==> src/rtl/ram_arbiter_if.sv <==
// Bus bundle joining the two requesting ports (A = fetch, B = data),
// the arbiter and the single-port latch RAM.
interface ram_arbiter_if #(
  parameter int AW = 4,
  parameter int DW = 8
);
  logic          a_req, a_we, a_gnt, a_done;
  logic [AW-1:0] a_addr;
  logic [DW-1:0] a_wdata, a_rdata;

  logic          b_req, b_we, b_gnt, b_done;
  logic [AW-1:0] b_addr;
  logic [DW-1:0] b_wdata, b_rdata;

  logic [AW-1:0] ram_addr;
  logic [DW-1:0] ram_din, ram_dout;
  logic          ram_csbar, ram_webar;

  // arbiter side
  modport slave (
    input  a_req, a_we, a_addr, a_wdata,
    input  b_req, b_we, b_addr, b_wdata,
    input  ram_dout,
    output a_gnt, a_done, a_rdata,
    output b_gnt, b_done, b_rdata,
    output ram_addr, ram_din, ram_csbar, ram_webar
  );

  // requesters plus RAM array side
  modport master (
    output a_req, a_we, a_addr, a_wdata,
    output b_req, b_we, b_addr, b_wdata,
    output ram_dout,
    input  a_gnt, a_done, a_rdata,
    input  b_gnt, b_done, b_rdata,
    input  ram_addr, ram_din, ram_csbar, ram_webar
  );
endinterface

==> src/rtl/ram_arbiter.sv <==
// Two-port arbiter/sequencer for a single-port latch RAM with latch-safe strobes.
// Define RAM_ARB_FIXED_PRIO_EN for fixed priority (B beats A); default is round robin.
module ram_arbiter #(
  parameter int AW       = 4,
  parameter int DW       = 8,
  parameter int WR_PULSE = 1,
  parameter int RD_WAIT  = 1
) (
  input  logic         clk,
  input  logic         rstbar,
  ram_arbiter_if.slave bus
);

  localparam int MAXW = (WR_PULSE > RD_WAIT) ? WR_PULSE : RD_WAIT;
  localparam int CW   = (MAXW > 1) ? $clog2(MAXW) : 1;
  localparam logic [CW-1:0] WR_LAST = CW'(WR_PULSE - 1);
  localparam logic [CW-1:0] RD_LAST = CW'(RD_WAIT - 1);

  typedef enum logic [2:0] {
    IDLE   = 3'd0,
    SETUP  = 3'd1,
    STROBE = 3'd2,
    HOLD   = 3'd3,
    RWAIT  = 3'd4,
    DONE   = 3'd5
  } state_e;

  state_e        state_q, state_d;
  logic [CW-1:0] cnt_q, cnt_d;
  logic          sel_q, sel_d;     // 1: port B owns the current access
  logic          we_q, we_d;
  logic [AW-1:0] addr_q, addr_d;
  logic [DW-1:0] wdata_q, wdata_d;
  logic          a_gnt_q, a_gnt_d, b_gnt_q, b_gnt_d;
  logic          a_done_q, a_done_d, b_done_q, b_done_d;
  logic          csbar_q, csbar_d, webar_q, webar_d;
  logic [DW-1:0] a_rdata_q, a_rdata_d, b_rdata_q, b_rdata_d;
  logic          win_b;

`ifdef RAM_ARB_FIXED_PRIO_EN
  assign win_b = bus.b_req;
`else
  logic last_q, last_d;  // 1: B was served last, so A wins a tie

  assign win_b  = bus.b_req & (~bus.a_req | ~last_q);
  assign last_d = (state_q == DONE) ? sel_q : last_q;

  always_ff @(posedge clk or negedge rstbar) begin
    if (!rstbar) last_q <= 1'b1;
    else         last_q <= last_d;
  end
`endif

  always_comb begin
    state_d   = state_q;
    cnt_d     = cnt_q;
    sel_d     = sel_q;
    we_d      = we_q;
    addr_d    = addr_q;
    wdata_d   = wdata_q;
    a_rdata_d = a_rdata_q;
    b_rdata_d = b_rdata_q;
    unique case (state_q)
      IDLE: begin
        if (bus.a_req | bus.b_req) begin
          sel_d   = win_b;
          we_d    = win_b ? bus.b_we    : bus.a_we;
          addr_d  = win_b ? bus.b_addr  : bus.a_addr;
          wdata_d = win_b ? bus.b_wdata : bus.a_wdata;
          state_d = SETUP;
        end
      end
      SETUP: begin
        cnt_d   = '0;
        state_d = we_q ? STROBE : RWAIT;
      end
      STROBE: begin
        if (cnt_q == WR_LAST) state_d = HOLD;
        else                  cnt_d   = cnt_q + 1'b1;
      end
      HOLD: state_d = DONE;
      RWAIT: begin
        if (cnt_q == RD_LAST) begin
          state_d = DONE;
          if (sel_q) b_rdata_d = bus.ram_dout;
          else       a_rdata_d = bus.ram_dout;
        end else begin
          cnt_d = cnt_q + 1'b1;
        end
      end
      DONE:    state_d = IDLE;
      default: state_d = IDLE;
    endcase

    // Strobes are registered from the next state so each pin is glitch-free
    // and aligned with the state it belongs to.
    a_gnt_d  = (state_q == IDLE) && (state_d == SETUP) && !sel_d;
    b_gnt_d  = (state_q == IDLE) && (state_d == SETUP) &&  sel_d;
    a_done_d = (state_d == DONE) && !sel_d;
    b_done_d = (state_d == DONE) &&  sel_d;
    csbar_d  = !(state_d inside {SETUP, STROBE, HOLD, RWAIT});
    webar_d  = (state_d != STROBE);
  end

  always_ff @(posedge clk or negedge rstbar) begin
    if (!rstbar) begin
      state_q   <= IDLE;
      cnt_q     <= '0;
      sel_q     <= 1'b0;
      we_q      <= 1'b0;
      addr_q    <= '0;
      wdata_q   <= '0;
      a_gnt_q   <= 1'b0;
      b_gnt_q   <= 1'b0;
      a_done_q  <= 1'b0;
      b_done_q  <= 1'b0;
      csbar_q   <= 1'b1;
      webar_q   <= 1'b1;
      a_rdata_q <= '0;
      b_rdata_q <= '0;
    end else begin
      state_q   <= state_d;
      cnt_q     <= cnt_d;
      sel_q     <= sel_d;
      we_q      <= we_d;
      addr_q    <= addr_d;
      wdata_q   <= wdata_d;
      a_gnt_q   <= a_gnt_d;
      b_gnt_q   <= b_gnt_d;
      a_done_q  <= a_done_d;
      b_done_q  <= b_done_d;
      csbar_q   <= csbar_d;
      webar_q   <= webar_d;
      a_rdata_q <= a_rdata_d;
      b_rdata_q <= b_rdata_d;
    end
  end

  // The RAM address/data pins come straight from the capture registers,
  // which only load on a grant, so they stay still for the whole access.
  assign bus.ram_addr  = addr_q;
  assign bus.ram_din   = wdata_q;
  assign bus.ram_csbar = csbar_q;
  assign bus.ram_webar = webar_q;
  assign bus.a_gnt     = a_gnt_q;
  assign bus.b_gnt     = b_gnt_q;
  assign bus.a_done    = a_done_q;
  assign bus.b_done    = b_done_q;
  assign bus.a_rdata   = a_rdata_q;
  assign bus.b_rdata   = b_rdata_q;

endmodule
==> src/flat_wrapper.sv <==
// flat-port wrapper written by rule: the top's interface ports become plain ports
module ram_arbiter_flat 
#(
  parameter int AW       = 4,
  parameter int DW       = 8,
  parameter int WR_PULSE = 1,
  parameter int RD_WAIT  = 1
)
  (clk, rstbar, bus_a_req, bus_a_we, bus_a_addr, bus_a_wdata, bus_b_req, bus_b_we, bus_b_addr, bus_b_wdata, bus_ram_dout, bus_a_gnt, bus_a_done, bus_a_rdata, bus_b_gnt, bus_b_done, bus_b_rdata, bus_ram_addr, bus_ram_din, bus_ram_csbar, bus_ram_webar);
  ram_arbiter_if #(.AW(AW), .DW(DW)) bus_i ();
  input  logic clk;
  input  logic rstbar;
  input wire logic [$bits(bus_i.a_req)-1:0] bus_a_req;
  input wire logic [$bits(bus_i.a_we)-1:0] bus_a_we;
  input wire logic [$bits(bus_i.a_addr)-1:0] bus_a_addr;
  input wire logic [$bits(bus_i.a_wdata)-1:0] bus_a_wdata;
  input wire logic [$bits(bus_i.b_req)-1:0] bus_b_req;
  input wire logic [$bits(bus_i.b_we)-1:0] bus_b_we;
  input wire logic [$bits(bus_i.b_addr)-1:0] bus_b_addr;
  input wire logic [$bits(bus_i.b_wdata)-1:0] bus_b_wdata;
  input wire logic [$bits(bus_i.ram_dout)-1:0] bus_ram_dout;
  output wire logic [$bits(bus_i.a_gnt)-1:0] bus_a_gnt;
  output wire logic [$bits(bus_i.a_done)-1:0] bus_a_done;
  output wire logic [$bits(bus_i.a_rdata)-1:0] bus_a_rdata;
  output wire logic [$bits(bus_i.b_gnt)-1:0] bus_b_gnt;
  output wire logic [$bits(bus_i.b_done)-1:0] bus_b_done;
  output wire logic [$bits(bus_i.b_rdata)-1:0] bus_b_rdata;
  output wire logic [$bits(bus_i.ram_addr)-1:0] bus_ram_addr;
  output wire logic [$bits(bus_i.ram_din)-1:0] bus_ram_din;
  output wire logic [$bits(bus_i.ram_csbar)-1:0] bus_ram_csbar;
  output wire logic [$bits(bus_i.ram_webar)-1:0] bus_ram_webar;
  assign bus_i.a_req = bus_a_req;
  assign bus_i.a_we = bus_a_we;
  assign bus_i.a_addr = bus_a_addr;
  assign bus_i.a_wdata = bus_a_wdata;
  assign bus_i.b_req = bus_b_req;
  assign bus_i.b_we = bus_b_we;
  assign bus_i.b_addr = bus_b_addr;
  assign bus_i.b_wdata = bus_b_wdata;
  assign bus_i.ram_dout = bus_ram_dout;
  assign bus_a_gnt = bus_i.a_gnt;
  assign bus_a_done = bus_i.a_done;
  assign bus_a_rdata = bus_i.a_rdata;
  assign bus_b_gnt = bus_i.b_gnt;
  assign bus_b_done = bus_i.b_done;
  assign bus_b_rdata = bus_i.b_rdata;
  assign bus_ram_addr = bus_i.ram_addr;
  assign bus_ram_din = bus_i.ram_din;
  assign bus_ram_csbar = bus_i.ram_csbar;
  assign bus_ram_webar = bus_i.ram_webar;
  ram_arbiter #(.AW(AW), .DW(DW), .WR_PULSE(WR_PULSE), .RD_WAIT(RD_WAIT)) u_core (.clk(clk), .rstbar(rstbar), .bus(bus_i));
endmodule
==> config.mk <==
export PLATFORM = sky130hd
export DESIGN_NAME = ram_arbiter_flat
export DESIGN_NICKNAME = d
export VERILOG_FILES = /design/src/rtl/ram_arbiter_if.sv /design/src/rtl/ram_arbiter.sv /design/src/flat_wrapper.sv
export SDC_FILE = /design/constraint.sdc
export NUM_CORES = 1
export LEC_CHECK = 0
export CORE_ASPECT_RATIO = 0.8
export CORE_UTILIZATION = 43
export CTS_BUF_LIST = sky130_fd_sc_hd__clkbuf_8
export CTS_CLUSTER_SIZE = 10
export DETAILED_ROUTE_END_ITERATION = 7
export PLACE_DENSITY = 0.78
export SYNTH_ARGS = -nofsm -noshare
export SYNTH_HDL_FRONTEND = slang
export SYNTH_SLANG_ARGS = --single-unit
==> constraint.sdc <==
create_clock -name clk -period 2.2 [get_ports clk]
set_clock_uncertainty 0.15 [all_clocks]
set_input_delay 0.44 -clock clk [delete_from_list [all_inputs] [get_ports clk]]
set_output_delay 0.44 -clock clk [all_outputs]
set_load 0.05 [all_outputs]
### Yosys cells after proc, flatten, opt, wreduce, memory -nomap -nowiden

Index checks and enable logic that the tools add are counted.

* register bits after elaboration: 41
* bits in latches: 0
* memory bits (writable): 0
* memory bits (read-only): 0
* input bits: 38
* output and inout port bits: 34
* word-level logic and storage cells: 60
* memories kept: 0

* add/subtract/negate cells: 1
* multipliers: 0
* divide/modulo/power cells: 0
* magnitude comparators: 0
* equal/unequal tests: 11
* shifts and indexed selects: 0
* mux-type cells: 12
* bitwise operators: 7
* reductions and logical operators: 14

Operators with widths (count)
* case mux 3 bit (5 select lines): 1
* equality test 3 x 2 -> 1 bit (second input constant): 4
* equality test 3 bit (second input constant): 4
* 2-to-1 mux 3 bit: 4
* 2-to-1 mux 8 bit: 1
* equality test 3 x 1 -> 1 bit (second input constant): 2
* AND reduction 3 bit: 2
* logical AND 1 bit: 5
* 2-to-1 mux 1 bit: 4
* 2-to-1 mux 4 bit: 1
* NOT 1 bit: 4
* nonzero test 4 bit: 1
* logical NOT 3 bit: 1
* inequality test 3 x 2 -> 1 bit (second input constant): 1
* logical NOT 1 bit: 2
* bitwise OR 1 bit: 2
* case mux 1 bit (2 select lines): 1
* AND reduction 2 bit: 1
* nonzero test 2 bit: 1
* OR reduction 2 bit: 1
* adder 1 bit (second input constant): 1
* AND 1 bit: 1

### Longest topological paths before layout

* depth after elaboration: 7
* gate-level depth with buffers: 5
* mapped depth without buffers: 3

### Worst setup path after synthesis

OpenSTA, ideal clock, no wires.

* path type: reg2reg
* start: reg u_core.state_q[0]
* end: reg u_core.a_rdata_q[0], in the netlist u_core.bus.a_rdata[0]
* setup time: 0.125 ns
* arrival: 1.600 ns
* required time: 1.925 ns
* path slack: 0.325 ns
* stages on the path, launching flop included: 5
* path buffers: 1
* clock period less this slack: 1.875 ns
* cell sequence: dfrtp_1 clkbuf_1 or3b_2 nor2_4 mux2_2

* cells in the longest elaborated chain, start to end: 2

RTL lines
* start: declaration: RTL line ram_arbiter.sv:28 `state_e state_q, state_d;`
* start signal: assignment: RTL line ram_arbiter.sv:122 `state_q <= state_d;`
* equality test 3 bit: RTL line ram_arbiter.sv:63 `unique case (state_q)`
* AND reduction 3 bit (no source line)
* end signal: assignment: RTL line ram_arbiter.sv:134 `a_rdata_q <= a_rdata_d;`
* end: declaration: RTL line ram_arbiter.sv:37 `logic [DW-1:0] a_rdata_q, a_rdata_d, b_rdata_q, b_rdata_d;`

Every way passes these cells.
A chain may end at the register's enable or synchronous reset.

### Worst setup path in the final report

* start: reg u_core.addr_q[1], in the netlist u_core.bus.ram_addr[1]
* end: out bus_ram_addr[1]

RTL lines
* start: declaration: RTL line ram_arbiter.sv:32 `logic [AW-1:0] addr_q, addr_d;`
* start signal: assignment: RTL line ram_arbiter.sv:126 `addr_q <= addr_d;`
* end: declaration: RTL line flat_wrapper.sv:28 `output wire logic [$bits(bus_i.ram_addr)-1:0] bus_ram_addr;`

No word-level cell between the ends.

==> impl_summary.md <==
Final layout
Leaving out fill and tap cells, the most frequent cell in the layout is sky130_fd_sc_hd__clkdlybuf4s50_1. The layout overhead on the synthesized area is 50.4%. The number of antenna diodes in the final layout is 0. The final core utilization is 70.1%. In the layout the commonest cells are 68 x sky130_fd_sc_hd__clkdlybuf4s50_1, 37 x sky130_fd_sc_hd__dfrtp_1, 18 x sky130_fd_sc_hd__mux2_2, 13 x sky130_fd_sc_hd__or3_1, 13 x sky130_fd_sc_hd__o221a_2. The fraction of layout cells with a size suffix above 1 is 26.3%.

After the last flow step, the layout net total stands at 235. Once layout is complete, the cells apart from fillers number 240. The final design area excluding fillers is 2500 um^2.

Floorplanning
Once the floorplan was initialized, standard cells occupied 46.6% of the core. The area of the die is 4120 um^2. The floorplan step set the die width to 71.5 um.

The die height is 57.6 um. The number of top-level pins is 72. The core region is 3570 um^2. The floorplan has 19 rows.

Critical path
Along the worst path, the maximum fanout reaches 2. The worst-case reg-to-reg path depth is 3. The startpoint identified for the worst register-to-register timing path is u_core.state_q[1]$_DFF_PN0_. The critical path capture point type is an output port. Data on the critical path is required at its endpoint by 1610 ps.

The critical path ends at bus_ram_addr[1]. The signal on the critical path passes through clkdlybuf4s50_1. STA classifies the critical path startpoint as a register. The register-to-register setup slack is 210 ps. The family of cells with the greatest summed delay on the critical path is buffers and inverters. In this run the number of cells on the critical path is 1. The worst register-to-register path ends at u_core.bus.b_rdata[1]$_DFFE_PN0P_. In this design, the stage delay of the slowest critical-path cell is 820 ps. The number of buffers and inverters on the critical path is 1. By startpoint and endpoint, the worst setup path is classified as reg2out. The origin of the worst setup path is u_core.bus.ram_addr[1]$_DFFE_PN0P_.

The arrival time of data at the critical path endpoint is 1480 ps. The slowest stage of the critical path is the sky130_fd_sc_hd__clkdlybuf4s50_1 cell.

Global routing
The number of antenna violations at the first check in global routing is 0. The aggregate global routing overflow is 0. The via count of the first global-routing pass is 1309.

The first global-routing pass estimated 6260 um of wire. The aggregate global-route resource usage is 20.2%. Entering global routing, the biggest net connects 41 pins.

Clock network
The number of hold buffers added after CTS is 0. The TritonCTS clock tree is built. The number of H-tree levels is 2. The total CTS buffers is 5. The clock-pin slew on the worst setup and hold paths is 70 ps. The cell sitting at the root of the clock tree is a sky130_fd_sc_hd__clkbuf_8.

The maximum buffer depth of the clock tree is 2. At the later pin of the worst-skew pair, clock insertion delay measures 290 ps. The clock net sink count is 40. The post-CTS resize count is 0.

The total setup buffers inserted after CTS is 0.

Timing
The setup violation total in the final timing report is 0. In the finished design, the share of the clock period the worst path needs comes to 94.3%. Once routing completed, OpenROAD measured the worst setup slack at 125 ps. The worst pin sits at a relative slew slack of 42.3%. Setup repair after global routing left no endpoint under its margin. The routed design could run at a clock period as short as 2070 ps.

The transition time at the pin with the least slew margin is 866 ps. The final hold violation count is 0. The number of max-slew violations in the final report is 0. For this run, the top clock speed supported by timing is 482 MHz.

Run status
The flow ran to the end, and the final reports show no timing, DRC or antenna violations.

Power
In this run the static leakage power is 1.02 nW. After layout, the design draws a total of 0.00435 W. In this run the power density over the cells is 1740 nW/um^2. The worst ir drop on vdd is 1.04 mV.

Placed design
The placed instances occupy a cell area of 2410 um^2. The number of buffer cells added on primary ports is 71. After legalization and detailed placement, the total HPWL measured 2650 um.

Including well taps, the total number of placed cells is 232. At the placement stage, the worst setup path has a slack of -60.0 ps. Routability-driven placement finished with a final weighted congestion of 0.703.

Logic synthesis
The synthesis-stage register bit count is 40. The number of nets handed over by synthesis was 159. The mean cell area of the mapped netlist is 13.7 um^2.

For this run, the number of Yosys warnings is 0. The share of the yosys chip area belonging to registers is 60.5%. The synthesized netlist occupies a cell area of 1660 um^2.

The count of different cell masters after synthesis is 26. After technology mapping, the gate count stands at 121.

Route
The routed layout has 1233 vias. The per-cell routed wire length is 15.5 um. The first routing iteration left 62 violations. Before antenna repair, the detailed router went through 4 iterations. The number of design rule violations left after detail routing is 0. The final wirelength is 3720 um. The post-detailed-route count of antenna-violating nets is 0. After detailed routing, the number of vias per cell comes to 5.14.

Flow run
Max-cap violations in this run came to 0.

Min path
The path type of the worst min-delay path is in2async.
==> layer usage <==
layer	track usage, %	wire length (um)	up-vias
met5	0	0	-
met3	6.36	199	4
li1	-	-	596
met4	7.28	31	0
met2	31.0	1750	35
met1	27.2	1740	598
==> Yosys cell counts <==
master / instances / area (um^2)
sky130_fd_sc_hd__or3_1: 13 / 81.3
sky130_fd_sc_hd__or3b_2: 1 / 8.76
sky130_fd_sc_hd__nor3_1: 2 / 10.0
sky130_fd_sc_hd__nand2b_1: 2 / 12.5
sky130_fd_sc_hd__a21boi_0: 1 / 7.51
sky130_fd_sc_hd__nand2_1: 5 / 18.8
sky130_fd_sc_hd__nor2_4: 2 / 22.5
sky130_fd_sc_hd__nand3_1: 1 / 5.00
sky130_fd_sc_hd__o31ai_1: 1 / 7.51
sky130_fd_sc_hd__buf_2: 2 / 10.0
sky130_fd_sc_hd__o41ai_1: 1 / 8.76
sky130_fd_sc_hd__a21oi_1: 1 / 5.00
sky130_fd_sc_hd__nor2b_1: 2 / 12.5
sky130_fd_sc_hd__dfstp_2: 3 / 78.8
sky130_fd_sc_hd__inv_1: 2 / 7.51
sky130_fd_sc_hd__o221a_2: 13 / 146
sky130_fd_sc_hd__dfrtp_1: 37 / 926
sky130_fd_sc_hd__o21ai_0: 1 / 5.00
sky130_fd_sc_hd__and2b_1: 1 / 7.51
sky130_fd_sc_hd__nor2_1: 4 / 15.0
sky130_fd_sc_hd__o21a_1: 1 / 7.51
sky130_fd_sc_hd__clkbuf_1: 3 / 11.3
sky130_fd_sc_hd__buf_6: 2 / 22.5
sky130_fd_sc_hd__mux2_2: 18 / 203
sky130_fd_sc_hd__nand3b_1: 1 / 7.51
sky130_fd_sc_hd__or4b_4: 1 / 13.8
==> cells by family after synthesis <==
| kind of cell | count (synthesis) | share of synthesized area [%] |
|---|---|---|
| AND/OR/NAND/NOR | 35 | 13.0 |
| AO/OA/AOI/OAI | 19 | 11.3 |
| multiplexers | 18 | 12.2 |
| flip-flops | 40 | 60.5 |
| buffers and inverters | 9 | 3.09 |
==> per-stage QoR <==
step | TNS (ps) | hold slack (ps)
2_1_floorplan | 0 | -5.59
3_3_place_gp | -574 | 319
3_5_place_dp | -562 | 332
4_1_cts | 0 | 136
5_1_grt | 0 | 188
6_report | 0 | 111
==> worst min path at each step <==
| stage | startpoint | slack, ps | depth (start not counted) | to |
|---|---|---|---|---|
| 6_report | rstbar | 110 | 1 | u_core.state_q[0]$_DFF_PN0_ |
| 2_1_floorplan | rstbar | -6 | 0 | u_core.bus.a_done$_DFF_PN0_ |
| 5_1_grt | rstbar | 190 | 1 | u_core.state_q[0]$_DFF_PN0_ |
| 3_3_place_gp | u_core.state_q[0]$_DFF_PN0_ | 320 | 1 | u_core.bus.ram_csbar$_DFF_PN1_ |
| 4_1_cts | rstbar | 140 | 1 | u_core.state_q[0]$_DFF_PN0_ |
| 3_5_place_dp | u_core.state_q[0]$_DFF_PN0_ | 330 | 1 | u_core.bus.ram_csbar$_DFF_PN1_ |
==> report_power, final <==
| group | total, W | switching, W | internal [W] | leakage (nW) |
|---|---|---|---|---|
| Combinational | 0.00252 | 0.00154 | 0.000985 | 0.500 |
| Sequential | 0.00134 | 0.000234 | 0.00111 | 0.466 |
| Clock | 0.000484 | 0.000237 | 0.000246 | 0.0538 |
| Total | 0.00435 | 0.00201 | 0.00234 | 1.02 |
==> sequential cells by signal, summed over array words and instances (netlist names) <==
register and cells:
u_core.state_q 3, u_core.last_q 1, u_core.bus.b_gnt 1, u_core.bus.a_gnt 1
u_core.bus.ram_addr 4, u_core.bus.b_done 1, u_core.bus.a_rdata 8, u_core.sel_q 1
u_core.bus.b_rdata 8, u_core.bus.ram_webar 1, u_core.bus.ram_csbar 1, u_core.bus.ram_din 8
u_core.we_q 1, u_core.bus.a_done 1
==> area by class of cell <==
type / count / area [um^2]
inverters: 2 / 7.51
fillers: 254 / 1070
well taps: 42 / 52.6
clock inverters: 2 / 7.51
clock buffers: 6 / 82.6
multi-input cells: 72 / 606
repair buffers: 76 / 738
flip-flops and latches: 40 / 1000
(Power assumes the default switching activity.)
==> edit, RTL diff (same settings) <==
`DW` is set to 8 in 3 places; all go to 10.
--- a/src/rtl/ram_arbiter_if.sv
+++ b/src/rtl/ram_arbiter_if.sv
@@ -2,7 +2,7 @@
 // the arbiter and the single-port latch RAM.
 interface ram_arbiter_if #(
   parameter int AW = 4,
-  parameter int DW = 8
+  parameter int DW = 10
 );
   logic          a_req, a_we, a_gnt, a_done;
   logic [AW-1:0] a_addr;
--- a/src/rtl/ram_arbiter.sv
+++ b/src/rtl/ram_arbiter.sv
@@ -2,7 +2,7 @@
 // Define RAM_ARB_FIXED_PRIO_EN for fixed priority (B beats A); default is round robin.
 module ram_arbiter #(
   parameter int AW       = 4,
-  parameter int DW       = 8,
+  parameter int DW       = 10,
   parameter int WR_PULSE = 1,
   parameter int RD_WAIT  = 1
 ) (
--- a/src/flat_wrapper.sv
+++ b/src/flat_wrapper.sv
@@ -2,7 +2,7 @@
 module ram_arbiter_flat 
 #(
   parameter int AW       = 4,
-  parameter int DW       = 8,
+  parameter int DW       = 10,
   parameter int WR_PULSE = 1,
   parameter int RD_WAIT  = 1
 )
Ports: changed (6 resized); port bits go from 72 to 84. The function was not compared with the original's and may differ.
==> edit against the unedited design <==
Power up 17%. Cell area grew 16%. Sequential cell count up 6. Die area up 13%. Wire length up 15%. Critical path depth unchanged. Core utilization fell by 0.99 points. Via count rose by 15%. Synthesized area grew 14%. Worst setup slack gained 0.012 ns. Largest power group unchanged.
==> edit: results (changes against the unedited design) <==
Run
The number of maximum-capacitance violations is 0 (unchanged).

Status
The run finished with clean final reports.

Global route
The largest net degree at the start of global routing is 18 (-56%). The number of global-route vias before repair is 1,355 (+3.5%). The total track usage is 19.4% (-0.74 points).

The initial antenna violation count is 0 (unchanged). The first-pass GRT wire length is 6.64 mm (+6.2%).

Route
The detailed-routing iteration count for the pre-antenna-repair pass came to 4 (unchanged). The number of violations reported at the end of detailed-routing iteration 0 was 68 (+9.7%). The via density per instance is 5.02 (-2.3%). The routed wire length per instance is 15.1 um (-2.4%).

Worst setup path
The kind of cell adding the most delay to the critical path is buffers and inverters. The data arrival time of the worst path is 1.47 ns. The maximum fanout count along the critical path came to 2 (unchanged). The largest single stage delay on the critical path is 0.81 ns. The cell with the biggest individual delay on the critical path is clkdlybuf4s50_1.

Clocking
The count of hold-fix buffers inserted at cts was 1 (+1). The master cell of the clock root buffer is clkbuf_8. The clock insertion delay at the later pin of the skew report is 0.29 ns (about the same). The number of gates given a new drive strength after cts came to 0 (unchanged). The maximum level of the CTS H-tree came to 2 (unchanged). Clock-pin slew was measured on the worst setup and hold paths at about 0.080 ns. The post-CTS setup repair buffer count came to 0 (unchanged).

The number of CTS-inserted buffers is 5 (unchanged). The maximum buffer depth of the clock tree is 2 (unchanged).

Power
The static leakage is 1.18 nW (+16%). The worst supply voltage drop on vdd is 0.892 mV (-14%).

Finish
The number of filler instances in the final layout was 304 (+20%). The final layout net count was 270 (+15%). The area of all placed cells without fillers is 2900 sq um (+16%). The share of cells above drive strength 1 is 27.0% (+0.73 points). The final antenna diode count came to 0 (unchanged).

Synthesis
By area the synthesized netlist is led by dfrtp_1 (57%), mux2_2 (13%), o221a_2 (8.9%). The post-synthesis net count came to 180 (+13%). By count the netlist is led by dfrtp_1 (43), mux2_2 (22), or3_1 (16), o221a_2 (15).

The number of distinct library cell variants in the gate-level netlist after synthesis came to 24 (-7.7%). The number of warning messages in the yosys log is 0 (unchanged). The proportion of synthesized flip-flops having asynchronous set or reset is 100% (unchanged). The share of the yosys chip area belonging to registers is 61.1% (+0.66 points).

Timing
The headroom to the max-slew limit is 58.0% (+16 points).

Floorplanning
The total number of placement rows came to 21 (+2).

Placement
The count of buffers from port buffering is 83 (+17%). The final weighted congestion of routability-driven global placement came to 0.718 (+2.1%). The half-perimeter wire length after placement is 3.28 mm (+24%). The post-place setup slack is -0.0920 ns (-0.0321 ns).

The total cell area at the placement stage is 2780 sq um (+15%).

Worst hold path
The class of the tightest hold or removal check is register to register.
-- edit: cell types whose count changed in the layout (fill, tap and decap cells not counted), moves of 3 or more --
cell / before / now
clkdlybuf4s50_1: 68 / 80
dfrtp_1: 37 / 43
mux2_2: 18 / 22
buf_4: 7 / 10
or3_1: 13 / 16
-- edit: path summary, 6_finish.rpt --
check | start | endpoint | slack, ns | cells past startpoint
max in group asynchronous | rstbar | u_core.bus.ram_csbar | 0.86 | 3
min reg2reg | u_core.bus.a_rdata[3] | u_core.bus.a_rdata[3] | 0.36 | 1
min in group asynchronous | rstbar | u_core.bus.a_rdata[6] | 0.44 | 2
max | u_core.bus.a_rdata[5] | bus_a_rdata[5] | 0.14 | 1
max reg2reg | u_core.state_q[2] | u_core.bus.ram_addr[2] | 0.25 | 3
min | u_core.bus.a_rdata[3] | u_core.bus.a_rdata[3] | 0.36 | 1
-- edit: routing by layer --
layer | vias to the layer above | global-route usage (%) | wire [um]
met5 | - | 0 | 0
met2 | 37 | 33.5 | 2230
met4 | 0 | 6.32 | 38
li1 | 678 | - | -
met3 | 4 | 6.96 | 207
met1 | 702 | 23.5 | 1800
-- edit: kinds of logic (layout without fill, tap and decap cells) --
family	count (synthesis)	count (layout)	synth area share (%)
flip-flops	46	46	61.1
AND/OR/NAND/NOR	34	34	10.6
AO/OA/AOI/OAI	22	22	11.4
multiplexers	22	22	13.1
buffers and inverters	12	102	3.77
-- edit: through the flow --
step / setup TNS, ns / hold WS [ns] / instances
after floorplan: 0 / -0.00559 / 136
after global placement: -0.685 / 0.202 / 275
after detailed placement: -1.16 / 0.214 / 275
after CTS: 0 / 0.366 / 283
after global routing: 0 / 0.392 / 283
final: 0 / 0.360 / 283
-- edit: cell type report --
type / instances / share of cell area [%]
clock buffer: 6 / 2.84
sequential: 46 / 39.8
tap: 57 / 2.46
clock inverter: 1 / 1.03
timing repair buffer: 92 / 30.7
inverter: 3 / 0.388
multi-input combinational: 78 / 22.8
-- edit: power breakdown --
part / total, mW / switching, mW / internal, mW
Sequential: 1.55 / 0.277 / 1.28
Combinational: 2.92 / 1.77 / 1.15
Clock: 0.614 / 0.251 / 0.363
